**src/rtl/ex_muldiv_seq.sv**
```systemverilog
// Iterative multiply/divide sequencer for the execute stage: 32-step shift-add
// multiply or restoring divide, stalling the pipeline through BusyE until DONE.
module ex_muldiv_seq #(
  parameter int WIDTH = 32
) (
  input  logic             clk,
  input  logic             rst,
  input  logic             StartE,
  input  logic [1:0]       MdOpE,
  input  logic [WIDTH-1:0] SrcAE,
  input  logic [WIDTH-1:0] SrcBE,
  input  logic             AbortE,
  output logic             BusyE,
  output logic             DoneE,
  output logic [WIDTH-1:0] ResultE
);

  localparam int CW = $clog2(WIDTH) + 1;

  typedef enum logic [1:0] {
    ST_IDLE = 2'b00,
    ST_RUN  = 2'b01,
    ST_DONE = 2'b10
  } state_t;

  state_t           state_r, state_next_s;
  logic [CW-1:0]    count_r;
  logic [1:0]       op_r;
  logic [WIDTH-1:0] a_r, b_r;
  logic [WIDTH-1:0] hi_r, lo_r;
  logic [WIDTH-1:0] result_r;

  logic             accept_s, div_zero_s, last_s;
  logic [WIDTH:0]   mul_sum_s;
  logic [WIDTH:0]   rem_sh_s;
  logic             no_borrow_s;
  logic [WIDTH-1:0] trial_s;
  logic [WIDTH-1:0] step_hi_s, step_lo_s, final_s, dz_result_s;

  // Accept/terminal-count decode shared by the FSM and the datapath.
  always_comb begin
    accept_s    = (state_r == ST_IDLE) && StartE && !AbortE;
    div_zero_s  = MdOpE[1] && (SrcBE == {WIDTH{1'b0}});
    last_s      = (count_r == CW'(WIDTH - 1));
    dz_result_s = MdOpE[0] ? SrcAE : {WIDTH{1'b1}};
  end

  // One iteration step: hi/lo serve as {carry,hi,lo} for multiply and {rem,quo} for divide.
  always_comb begin
    mul_sum_s   = {1'b0, hi_r} + (lo_r[0] ? {1'b0, a_r} : {(WIDTH+1){1'b0}});
    rem_sh_s    = {hi_r, lo_r[WIDTH-1]};
    // The shifted remainder can exceed WIDTH bits when B is large, so compare at full width.
    no_borrow_s = (rem_sh_s >= {1'b0, b_r});
    trial_s     = rem_sh_s[WIDTH-1:0] - b_r;
    step_hi_s   = {WIDTH{1'b0}};
    step_lo_s   = {WIDTH{1'b0}};
    if (op_r[1]) begin
      step_lo_s = {lo_r[WIDTH-2:0], no_borrow_s};
      step_hi_s = no_borrow_s ? trial_s : rem_sh_s[WIDTH-1:0];
    end else begin
      step_hi_s = mul_sum_s[WIDTH:1];
      step_lo_s = {mul_sum_s[0], lo_r[WIDTH-1:1]};
    end
    case (op_r)
      2'b00:   final_s = step_lo_s;
      2'b01:   final_s = step_hi_s;
      2'b10:   final_s = step_lo_s;
      2'b11:   final_s = step_hi_s;
      default: final_s = step_lo_s;
    endcase
  end

  // FSM state register.
  always_ff @(posedge clk or negedge rst) begin
    if (!rst) begin
      state_r <= ST_IDLE;
    end else begin
      state_r <= state_next_s;
    end
  end

  // FSM next-state logic; abort wins over everything.
  always_comb begin
    state_next_s = state_r;
    case (state_r)
      ST_IDLE: begin
        if (accept_s) begin
          state_next_s = div_zero_s ? ST_DONE : ST_RUN;
        end else begin
          state_next_s = ST_IDLE;
        end
      end
      ST_RUN: begin
        if (AbortE) begin
          state_next_s = ST_IDLE;
        end else if (last_s) begin
          state_next_s = ST_DONE;
        end else begin
          state_next_s = ST_RUN;
        end
      end
      ST_DONE: state_next_s = ST_IDLE;
      default: state_next_s = ST_IDLE;
    endcase
  end

  // Operand latch, iteration registers and the result register.
  always_ff @(posedge clk or negedge rst) begin
    if (!rst) begin
      count_r  <= {CW{1'b0}};
      op_r     <= 2'b00;
      a_r      <= {WIDTH{1'b0}};
      b_r      <= {WIDTH{1'b0}};
      hi_r     <= {WIDTH{1'b0}};
      lo_r     <= {WIDTH{1'b0}};
      result_r <= {WIDTH{1'b0}};
    end else if (accept_s) begin
      count_r <= {CW{1'b0}};
      op_r    <= MdOpE;
      a_r     <= SrcAE;
      b_r     <= SrcBE;
      hi_r    <= {WIDTH{1'b0}};
      lo_r    <= MdOpE[1] ? SrcAE : SrcBE;
      if (div_zero_s) begin
        result_r <= dz_result_s;
      end
    end else if ((state_r == ST_RUN) && !AbortE) begin
      count_r <= count_r + CW'(1);
      hi_r    <= step_hi_s;
      lo_r    <= step_lo_s;
      if (last_s) begin
        result_r <= final_s;
      end
    end
  end

  assign BusyE   = rst && (accept_s || (state_r == ST_RUN));
  assign DoneE   = (state_r == ST_DONE);
  assign ResultE = result_r;

endmodule

```
**config.mk**
```make
export PLATFORM = sky130hd
export DESIGN_NAME = ex_muldiv_seq
export DESIGN_NICKNAME = d
export VERILOG_FILES = /design/src/rtl/ex_muldiv_seq.sv
export SDC_FILE = /design/constraint.sdc
export NUM_CORES = 1
export LEC_CHECK = 0
export CAP_MARGIN = 30
export CORE_ASPECT_RATIO = 0.6
export CORE_MARGIN = 8
export CORE_UTILIZATION = 35
export CTS_BUF_LIST = sky130_fd_sc_hd__clkbuf_16
export DETAILED_ROUTE_END_ITERATION = 10
export SETUP_SLACK_MARGIN = 0.05
export SYNTH_ARGS = -nofsm -noshare
export SYNTH_HDL_FRONTEND = slang
export SYNTH_SLANG_ARGS = --single-unit
```
**constraint.sdc**
```tcl
create_clock -name clk -period 4.6 [get_ports clk]
set_input_delay 0.92 -clock clk [delete_from_list [all_inputs] [get_ports clk]]
set_output_delay 0.92 -clock clk [all_outputs]
set_load 0.01 [all_outputs]
```
**Word level (Yosys, flattened, before mapping)**

Index checks and enable logic that the tools add are counted.

- Magnitude comparators: 1
- Reductions and logical operators: 15
- Add/sub/neg operators: 3
- Equal/unequal tests: 7
- Muxes and demuxes: 22

Operator list:

| cell | count |
|---|---|
| 2-to-1 mux 32 bit | 14 |
| one-hot mux 32 bit (2 select lines) | 1 |
| adder 32 x 32 -> 33 bit | 1 |
| >= comparator 33 x 32 -> 1 bit | 1 |
| logical NOT 32 bit | 1 |
| subtractor 32 bit | 1 |
| 2-to-1 mux 6 bit | 2 |
| 2-to-1 mux 2 bit | 4 |
| adder 6 x 1 -> 6 bit (second input constant) | 1 |
| equality test 2 bit (second input constant) | 3 |
| equality test 6 x 5 -> 1 bit (second input constant) | 1 |
| logical AND 1 bit | 5 |
| equality test 2 x 1 -> 1 bit (second input constant) | 2 |
| logical NOT 2 bit | 2 |
| one-hot mux 2 bit (2 select lines) | 1 |
| nonzero test 2 bit | 2 |
| OR reduction 2 bit | 2 |
| AND reduction 3 bit | 1 |
| inequality test 2 x 1 -> 1 bit (second input constant) | 1 |
| logical NOT 1 bit | 1 |
| logical OR 1 bit | 1 |

- Input bits: 70
- Flip-flop bits (word level): 170
- Output and inout port bits: 34
- Logic and storage cells: 56

**Longest topological paths before layout**

- Depth after elaboration: 7
- Depth in mapped cells: 14
- Mapped depth without buffers: 13

**Least setup slack after synthesis**

OpenSTA, ideal clock, no wires.

- Path type: flip-flop to flip-flop
- From: reg lo_r[0]
- To: reg result_r[27], in the netlist ResultE[27]
- Required time: 4.505 ns
- Stages on the path, launching flop included: 15
- Arrival: 2.984 ns
- Setup time: 0.095 ns
- Clock period less this slack: 3.080 ns
- Path slack: 1.520 ns
- Buffers on the path: 1
- Path through: dfrtp_1 clkbuf_1 and2_1 ha_1 inv_1 fa_1 nor2b_1 o31a_1 o21ai_1 a311oi_2 nand4_1 nor2b_1 xor2_1 a221o_1 o31ai_1

- Cells in the longest elaborated chain, start to end: 7

Ends and longest elaborated chain:

| what | line | RTL |
|---|---|---|
| from (decl) | 30 | `logic [WIDTH-1:0] hi_r, lo_r;` |
| from (signal assigned) | 115 | `lo_r <= {WIDTH{1'b0}};` |
| from (signal assigned) | 123 | `lo_r <= MdOpE[1] ? SrcAE : SrcBE;` |
| from (signal assigned) | 130 | `lo_r <= step_lo_s;` |
| 2-to-1 mux 32 bit | 50 | `mul_sum_s = {1'b0, hi_r} + (lo_r[0] ? {1'b0, a_r} : {(WIDTH+1){1'b0}});` |
| adder 32 x 32 -> 33 bit | 50 |  |
| 2-to-1 mux 32 bit | 57 | `if (op_r[1]) begin` |
| one-hot mux 32 bit (2 select lines) | 64 | `case (op_r)` |
| 2-to-1 mux 32 bit | 131 | `if (last_s) begin` |
| 2-to-1 mux 32 bit | 127 | `end else if ((state_r == ST_RUN) && !AbortE) begin` |
| 2-to-1 mux 32 bit | 117 | `end else if (accept_s) begin` |
| to (signal assigned) | 116 | `result_r <= {WIDTH{1'b0}};` |
| to (signal assigned) | 125 | `result_r <= dz_result_s;` |
| to (signal assigned) | 132 | `result_r <= final_s;` |
| to (decl) | 31 | `logic [WIDTH-1:0] result_r;` |

No other way between the ends. The select of a mux whose other input is x is not followed.
A chain may end at the register's enable or synchronous reset.

**Worst setup path after layout**

- From: reg hi_r[14]
- To: reg result_r[24], in the netlist ResultE[24]

- Cells in the longest elaborated chain, start to end: 7
- Elaborated cells between the ends (all ways): 9
- Classes of those cells: add/sub: 2; order compare: 1; mux: 6

Ends and longest elaborated chain:

| what | line | RTL |
|---|---|---|
| from (decl) | 30 |  |
| from (signal assigned) | 114 | `hi_r <= {WIDTH{1'b0}};` |
| from (signal assigned) | 122 | `hi_r <= {WIDTH{1'b0}};` |
| from (signal assigned) | 129 | `hi_r <= step_hi_s;` |
| subtractor 32 bit / >= comparator 33 x 32 -> 1 bit (equally long branches) | 54, 53 |  |
| 2-to-1 mux 32 bit | 59 | `step_hi_s = no_borrow_s ? trial_s : rem_sh_s[WIDTH-1:0];` |
| 2-to-1 mux 32 bit * | 57 |  |
| one-hot mux 32 bit (2 select lines) * | 64 |  |
| 2-to-1 mux 32 bit * | 131 |  |
| 2-to-1 mux 32 bit * | 127 |  |
| 2-to-1 mux 32 bit * | 117 |  |

Mark *: on every way between the ends. The rest lies on a longest branch, timed or not. The select of a mux whose other input is x is not followed.

==> results.json <==
{
  "status": "complete, no violations",
  "hold_viol": 0,
  "first_pass_iters": 8,
  "required_ns": 4.91,
  "numClockSinks": 170,
  "routed_wl_um": 49000,
  "avgRoutedWirePerCell_um": 24.3,
  "cpMaxStageDelayCell": "o311ai_1",
  "synthFlopType": "dfrtp_1",
  "critical_path.cell_chain": "ha_1 > nand4_1 > nor4_1 > nand4_1 > and4bb_1 > o211a_1 > or2_1 > o311ai_1 > a21oi_1",
  "finalSetupViolCount": 0,
  "yosys.area.top_type": "dfrtp_1",
  "yosys.cell_types.count": 86,
  "io_pins": 104,
  "fp.dieW_um": 257,
  "die_h_um": 161,
  "p_leak_nw": 6.47,
  "post-cts-setup-buffers": 0,
  "via_per_inst": 5.84,
  "mappedNetlistArea_mm2": 0.0122,
  "final_cell_mix": "nand2_1, dfrtp_1, o21ai_0",
  "antenna_found_initial": 3,
  "ctsHoldBuffers": 0,
  "slew_viol_final": 0,
  "synth-xor-area-share": 0.0372,
  "grt_max_degree": 130,
  "synth_seq_cells": 170,
  "yosys-top-cells-area": "dfrtp_1, nand2_1, ha_1",
  "max_cap_violations": 0,
  "postSynthNetCount": 1603,
  "slew_headroom": 0.311,
  "dieArea_mm2": 0.0414,
  "rsz0062_at_grt": "no",
  "synth-compound-area-share": 0.237,
  "avgSynthCellArea_um2": 8.35,
  "fin_nets": 1674,
  "tightest_slew_ns": 1.02,
  "ys_async_sr_fraction": 1.00,
  "power.density_mw_per_mm2": 544,
  "final_core_util": 0.414,
  "synth_fa_ha_area_frac": 0.0697,
  "ys.warnings.count": 0,
  "clk_pin_slew_ns": 0.08,
  "p_total_w": 0.00783,
  "crit_buf_inv": 0,
  "fillers": 3569,
  "synth_cells": 1466,
  "crit_arrival_ns": 4.37,
  "ant_nets": 0,
  "grt_pass1_wl_um": 72300,
  "cts-root-buf": "clkbuf_16",
  "drt_iter0_drc": 1513,
  "ir_drop_uv": 211,
  "drc": 0,
  "synth.mux.area_fraction": 0.0732,
  "cts_tree": "built",
  "cp_max_fo": 16,
  "start_util": 0.352,
  "critPathMaxStageDelay_ns": 1.02,
  "synth_enable_flop_cells": 0,
  "fmax_ghz": 0.246,
  "syn2layout_area_growth_pct": 17.5,
  "netlist.area_leader.share": 0.348,
  "gp_congestion": 0.942,
  "hold_path.class": "primary input to async pin",
  "core_area_mm2": 0.0347,
  "path_class": "flop to flop",
  "cp-end-kind": "flop",
  "insertion_delay_ns": 0.46,
  "fin_skew_ns": 0.0152,
  "grt_use_total": 0.231,
  "ctsHtreeMaxLevel": 4,
  "via_count": 11774,
  "cp_common_cell": "nand4_1",
  "cts_buffers": 17,
  "holdWs_ns": 0.406,
  "num_rows": 53,
  "fin_crit_sh": 0.883,
  "drive_gt1_frac": 0.0710,
  "io_buffer_count": 103,
  "crit_family": "simple AND/OR/NAND/NOR gates",
  "critPathLaunchType": "flop",
  "synth_top_family_by_area": "compound AO/OA/AOI/OAI gates",
  "post_cts_resize_count": 0,
  "cts.path.max_buffers": 2,
  "period_minus_slack_ns": 4.06,
  "grt_pass1_vias": 10911,
  "dp_hpwl_um": 37600,
  "ys_seq_area_frac": 0.348,
  "yosys.area_share.simple": 0.187,
  "antenna_cells": 0,
  "layout_commonest_cell": "nand2_1",
  "grt-ovfl-total": 0,
  "timing.setup.tns_ns": 0
}
## per-stage QoR
| stage | setup slack [ns] | instance area (um^2) | std cells |
|---|---|---|---|
| global placement | 0.430 | 13800 | 1983 |
| global route | 0.367 | 14400 | 2017 |
| detailed placement | 0.408 | 13800 | 1984 |
| finish | 0.537 | 14400 | 2017 |
| floorplan | 1.52 | 12200 | 1466 |
| CTS | 0.730 | 14400 | 2016 |
## final cells by class
| type | count | area (um^2) | share of cell area |
|---|---|---|---|
| Clock buffer | 17 | 425 | 0.0296 |
| Clock inverter | 15 | 135 | 0.00939 |
| Inverter | 59 | 221 | 0.0154 |
| Multi-Input combinational cell | 1152 | 7430 | 0.516 |
| Sequential cell | 170 | 4260 | 0.296 |
| Tap cell | 467 | 584 | 0.0406 |
| Timing Repair Buffer | 137 | 1340 | 0.0928 |
## registers in the layout, summed over array words and instances (netlist names)
signal,flops
hi_r,32
ResultE,32
b_r,32
a_r,32
lo_r,32
state_r,2
count_r,6
op_r,2
## cells by family (layout without fill, tap and decap cells)
group / after synthesis / after routing
flops: 170 / 170
buf+inv: 144 / 228
fa+ha+maj: 67 / 67
simple gates: 509 / 509
compound gates: 436 / 436
mux: 88 / 88
xor+xnor: 52 / 52
## layer usage
metal | up-vias | wire (um) | share of wire | GRT usage
met4 | 4 | 683 | 0.014 | 0.0436
met5 | - | 24 | 0.00049 | 0
li1 | 5438 | - | - | -
met3 | 50 | 7110 | 0.15 | 0.113
met2 | 635 | 17700 | 0.36 | 0.282
met1 | 5647 | 23500 | 0.48 | 0.350
## Yosys cell counts, drive strengths merged (6+ instances only)
| cell | count |
|---|---|
| xnor2 | 30 |
| o21bai | 8 |
| a21oi | 90 |
| a211oi | 19 |
| o221ai | 29 |
| nand3 | 20 |
| o21ai | 136 |
| inv | 58 |
| mux2i | 76 |
| nor2b | 12 |
| nor2 | 77 |
| or3 | 10 |
| a22o | 14 |
| nor4 | 11 |
| xor2 | 22 |
| buf | 23 |
| o211ai | 18 |
| dfrtp | 170 |
| clkbuf | 62 |
| a211o | 7 |
| nand2 | 276 |
| mux2 | 12 |
| ha | 65 |
| nor3 | 20 |
| nand2b | 6 |
| o31ai | 10 |
| a21o | 22 |
| or2 | 6 |
| o21a | 10 |
| and2 | 39 |
| a31oi | 13 |
| nand4 | 16 |
| a221oi | 9 |
## where the power goes
part / total, W / internal, W / switching (W)
Clock: 0.00144 / 0.000713 / 0.000731
Sequential: 0.00216 / 0.00181 / 0.000347
Combinational: 0.00423 / 0.00157 / 0.00266
## worst paths after layout
path                               start           to  slack, ns  cells past startpoint
worst max-delay path            hi_r[14]  ResultE[24]       0.54                      9
worst min-delay path                 rst      b_r[14]       0.41                      1
worst max register to register  hi_r[14]  ResultE[24]       0.54                      9
worst min register to register    a_r[3]       a_r[3]       0.47                      2
max in group asynchronous            rst      op_r[1]       3.00                      2
min in group clk                  a_r[3]       a_r[3]       0.47                      2
(Power assumes the default switching activity.)
